**src/rtl/sel_encoder.sv**
```systemverilog
// Single-entry registered encoder from a 4-bit code to a 2-bit select, with a valid/ready handshake on both sides.
// Define SEL_ENCODER_ERRCNT_EN to build the saturating counter of unencodable codes; otherwise err_count is tied to 0.
module sel_encoder #(
  parameter int ERR_W = 8
) (
  input  logic             clk,
  input  logic             reset,
  input  logic [3:0]       data_in,
  input  logic             in_valid,
  output logic             in_ready,
  output logic [1:0]       sel,
  output logic             code_err,
  output logic             out_valid,
  input  logic             out_ready,
  output logic [ERR_W-1:0] err_count
);

  typedef enum logic {EMPTY, FULL} state_t;

  state_t     state, state_next;
  logic       accept_evt, release_evt;
  logic [1:0] enc_sel;
  logic       enc_err;

  always_comb begin
    in_ready    = (state == EMPTY) || out_ready;
    accept_evt  = in_valid && in_ready;
    release_evt = (state == FULL) && out_ready;
    enc_sel     = 2'd0;
    enc_err     = 1'b1;
    if (data_in[3:2] == 2'b00) begin
      enc_sel = data_in[1:0];
      enc_err = 1'b0;
    end
    state_next = state;
    if (accept_evt) begin
      state_next = FULL;
    end else if (release_evt) begin
      state_next = EMPTY;
    end
  end

  // The result registers are cleared on release so they read 0 whenever the entry is empty.
  always_ff @(posedge clk or negedge reset) begin
    if (!reset) begin
      state    <= EMPTY;
      sel      <= 2'd0;
      code_err <= 1'b0;
    end else begin
      state <= state_next;
      if (accept_evt) begin
        sel      <= enc_sel;
        code_err <= enc_err;
      end else if (release_evt) begin
        sel      <= 2'd0;
        code_err <= 1'b0;
      end
    end
  end

  assign out_valid = (state == FULL);

`ifdef SEL_ENCODER_ERRCNT_EN
  always_ff @(posedge clk or negedge reset) begin
    if (!reset) begin
      err_count <= '0;
    end else if (accept_evt && enc_err && !(&err_count)) begin
      err_count <= err_count + 1'b1;
    end
  end
`else
  assign err_count = '0;
`endif

endmodule

```
**config.mk**
```make
export PLATFORM = sky130hd
export DESIGN_NAME = sel_encoder
export DESIGN_NICKNAME = d
export VERILOG_FILES = /design/src/rtl/sel_encoder.sv
export SDC_FILE = /design/constraint.sdc
export NUM_CORES = 1
export LEC_CHECK = 0
export CORE_AREA = 4 4 41 43
export CTS_CLUSTER_SIZE = 30
export DETAILED_ROUTE_END_ITERATION = 12
export DIE_AREA = 0 0 45 47
export PLACE_DENSITY = 0.65
export SLEW_MARGIN = 20
export SYNTH_ARGS = -nofsm -noshare
export SYNTH_HDL_FRONTEND = slang
export SYNTH_SLANG_ARGS = --single-unit
```
**constraint.sdc**
```tcl
create_clock -name clk -period 1.9 [get_ports clk]
set_input_delay 0.475 -clock clk [delete_from_list [all_inputs] [get_ports clk]]
set_output_delay 0.475 -clock clk [all_outputs]
set_load 0.1 [all_outputs]
```
Yosys cells after proc, flatten, opt, wreduce, memory -nomap -nowiden
Cells that the tools add are included.

word-level totals
  bits of input ports = 8
  output and inout bits = 13
  word-level logic and storage cells = 16
  register bits after elaboration = 4

cells by class
  muxes and demuxes = 7
  reduce and logical (&&, ||, !) cells = 5
  bitwise operators = 1

operators with widths
  kind                count
  two-way mux 2 bit   3
  two-way mux 1 bit   4
  logical AND 1 bit   2
  logical NOT 2 bit   1
  nonzero test 2 bit  1
  logical OR 1 bit    1
  inverter 1 bit      1

Depth between registers and ports, before layout
Gate-level depths: netlist (run 1).

  depth after elaboration = 4
  depth in mapped cells = 4
  gate-level depth less buffers = 3

Worst setup path after synthesis (run 1)
Ideal clock, no wire load.

  path kind = reg-to-output
  start point = reg state (netlist: out_valid)
  end point = out in_ready
  arrival = 1.709 ns
  data required time = 1.425 ns
  buffers on the path = 0
  setup slack = -0.284 ns
  stages on the path, launching flop included = 2
  path through = dfrtp_1 or2b_1

on the way
  cells in the longest elaborated chain, start to end = 2

RTL lines
  what                      line  source
  start: declaration        20    state_t state, state_next;
  start signal: assignment  50    state <= state_next;
  inverter 1 bit            26    in_ready = (state == EMPTY) || out_ready;
  logical OR 1 bit          26
  end: declaration          10    output logic in_ready,

Every way passes these cells.

Worst setup path in the final report (run 1)
  start point = in out_ready
  end point = out in_ready

on the way
  cells in the longest elaborated chain, start to end = 1

RTL lines
  what                line  source
  start: declaration  14    input logic out_ready,
  logical OR 1 bit    26

Every way passes these cells.

==> impl_metrics.tcl, run 1 <==
set metrics [dict create \
    run_status "completed" \
    num-nets-final 57 \
    grt_use_total_pct 7.53 \
    drt_wl_total_um 619 \
    synthMostInstantiatedCell "buf_4" \
    power.share.combinational_pct 50.1 \
    critPathRequiredTime_ns 1.42 \
    grt_pass1_vias 263 \
    grt_start_max_net_pins 10 \
    syn_area_sq_um 300 \
    setup_violations 0 \
    hold_violations 0 \
    clk_pin_slew_ns 0.04 \
    critical_path.max_stage_delay_ns 0.43 \
    worstSetupPathDepth 3 \
    ctsRootBufferMaster "clkbuf_4" \
    cp.buffers_inverters 2 \
    rr_worst_depth 3 \
    timing.critical_path.to_type "output port" \
    final.min_clock_period_ns 1.82 \
    multiInputGateArea_sq_um 158 \
    fin_tns_setup_ns 0 \
    achievable-frequency_mhz 550 \
    route.detailed.drc 0 \
    first_pass_grt_wire_length_mm 1.05 \
    timing.critical_path.slowest_stage_cell "clkdlybuf4s50_1" \
    initial_utilization_pct 23.1 \
    p_leak_nw 0.218 \
    grtUsageMet3_pct 4.21 \
    clock-skew-final_ns 0.00278 \
    netlist-cell-type-count 17 \
    ys_seq_area_share_pct 33.3 \
    cpLargestDelayFamily "buffers and inverters" \
    overflow 0 \
    layout.area.seq_sq_um 101 \
    slew_viol_final 0 \
    std_cell_rows 13 \
    die_area_sq_mm 0.00212 \
    share_of_the_cycle_needed_by_the_critical_path_after_routing_pct 95.7 \
    switching_power_mw 0.206 \
    setup_bufs_post_cts 0 \
    syn-instance-count 32 \
    timing.critical_path.arrival_ns 1.34 \
    synth-edff-count 0 \
    count_of_hold_fix_buffers_inserted_at_cts 0 \
    gr-max-usage-layer "met2" \
    vdd_drop_max_mv 0.268 \
    switching_share_pct 46.7 \
    globalplace.congestion 0.697 \
    cap_viol_max_count 0 \
    num-fill-cells 143 \
    criticalPathCategory "in2out" \
    die-width_um 45 \
    postSynthAreaPerCell_sq_um 9.38 \
    hold_path_class "in2async" \
    clockPowerShare_pct 26.3 \
    place.port_buffers 12 \
    initial_antenna_violation_count 0 \
    synthTopCellsByArea "dfrtp_1 33%, buf_4 20%, o221ai_2 10%" \
    core_area_sq_mm 0.00130 \
    post_cts.resized_instances 0 \
    synth_warnings 0 \
    die_height_um 47 \
    detailedRoute.firstIterationViolations 4 \
    internal_power_mw 0.236 \
    fin_worst_hold_slack_ns 0.437 \
    clk_path_buf_depth 2 \
    drt.antenna.violating_nets 0 \
    first_pass_iters 2 \
    finish.cell_count_without_fillers 63 \
    grt.met2_usage_pct 10.7 \
    insertion_delay_ns 0.24 \
    clock_tree_from_tritoncts "done" \
    area_growth_from_synthesis_to_final_layout_pct 65.4 \
    cts-buffers-inserted 3 \
    asr_flop_ratio_synth_pct 100 \
    power.density_cell_area_mw_per_mm2 890 \
    routedWlPerCell_um 9.83 \
    rsz_0062_raised_after_global_routing "no" \
    synth_commonest_cells "8 x buf_4, 4 x dfrtp_1" \
    drive_above_1_share_pct 31.3 \
    post-place-cells 59 \
    yosysTopAreaCell "dfrtp_1" \
    ioPinCount 21 \
    synth_top_cell_area_share_pct 33.3 \
    cts_num_sinks 4 \
    startpoint_type "input pin" \
    use_met1_pct 7.13 \
    h-tree-depth 1 \
    yosys_most_used_dff "dfrtp_1" \
    post_synthesis_sequential_element_count 4 \
    worst-path-max-fanout 2 \
    n_antenna_cell 0 \
    power_frac_seq_pct 23.6 \
    viasPerCell 4.14 \
    vias 261 \
    worstPathCellList "clkdlybuf4s50_1, or2b_4, buf_12" \
]
-- logic make-up (layout without fill, tap and decap cells) --
group	after synthesis	in the layout	share of synthesized area, %
AND/OR/NAND/NOR	9	9	18.3
AO/OA/AOI/OAI	6	6	19.6
flip-flops	4	4	33.3
other	1	8	1.25
multiplexers	1	1	3.33
buffers and inverters	11	20	24.2
-- cell type report --
type / count / share of cell area [%]
multi-input combinational: 24 / 31.7
clock buffer: 4 / 5.29
inverter: 2 / 1.51
tap: 15 / 3.78
sequential: 4 / 20.4
timing repair buffer: 14 / 37.3
-- stage by stage --
stage	power (mW)	worst slack (ns)	utilization (%)	cell area, sq um
finish	0.442	0.0812	38.2	497
global placement	0.325	0.0179	36.0	468
floorplan	0.271	0.145	-	329
global route	0.465	0.0602	38.2	497
detailed placement	0.326	0.0129	36.0	468
CTS	0.446	0.0129	38.0	494
-- state kept, by name, summed over array words and instances (netlist names) --
name and cells:
sel 2, code_err 1, out_valid 1
-- power by group through the flow --
stage	clock (mW)	sequential, mW	combinational [mW]
floorplan	0	0.154	0.117
global placement	0	0.105	0.220
detailed placement	0	0.105	0.221
CTS	0.121	0.104	0.221
global route	0.130	0.106	0.230
finish	0.116	0.104	0.221
-- routing by layer --
metal	share of wire, %	wire (um)	vias to the layer above
li1	-	-	126
met1	37	228	111
met2	43	264	19
met3	17	103	5
met4	3.7	23	0
met5	0	0	-
-- cell usage in the layout, fill, tap and decap left out, drive strengths merged --
| cell type | count |
|---|---|
| o22a | 2 |
| clkdlybuf4s50 | 7 |
| nand2 | 2 |
| a31oi | 1 |
| o221ai | 2 |
| clkbuf | 4 |
| or2 | 1 |
| conb | 8 |
| nand2b | 1 |
| inv | 2 |
| buf | 7 |
| nor2 | 1 |
| mux2i | 1 |
| o21ai | 1 |
| or2b | 1 |
| dfrtp | 4 |
| and3b | 1 |
| nand4 | 2 |
-- final timing paths --
kind / from / endpoint / slack [ns]
setup / recovery: out_ready / in_ready / 0.08
hold / removal: reset / code_err / 0.44
setup reg to reg: out_valid / sel[0] / 0.79
hold reg to reg: out_valid / code_err / 0.58
max in group asynchronous: reset / out_valid / 1.29
min in group clk: out_valid / code_err / 0.58
No activity file was read; power rests on OpenSTA's default activity.
==> inputs of run 2 (changes only) <==
--- a/config.mk
+++ b/config.mk
@@ -6,7 +6,7 @@
 export NUM_CORES = 1
 export LEC_CHECK = 0
 export CORE_AREA = 4 4 41 43
-export CTS_CLUSTER_SIZE = 30
+export CTS_CLUSTER_SIZE = 10
 export DETAILED_ROUTE_END_ITERATION = 12
 export DIE_AREA = 0 0 45 47
 export PLACE_DENSITY = 0.65
==> results of run 2 <==
The final DEF is identical to that of run 1; final timing and power are the same.
==> inputs of run 3 (changes only) <==
--- a/config.mk
+++ b/config.mk
@@ -10,7 +10,6 @@
 export DETAILED_ROUTE_END_ITERATION = 12
 export DIE_AREA = 0 0 45 47
 export PLACE_DENSITY = 0.65
-export SLEW_MARGIN = 20
 export SYNTH_ARGS = -nofsm -noshare
 export SYNTH_HDL_FRONTEND = slang
 export SYNTH_SLANG_ARGS = --single-unit
==> results of run 3 <==
The final DEF is identical to that of run 1; final timing and power are the same.
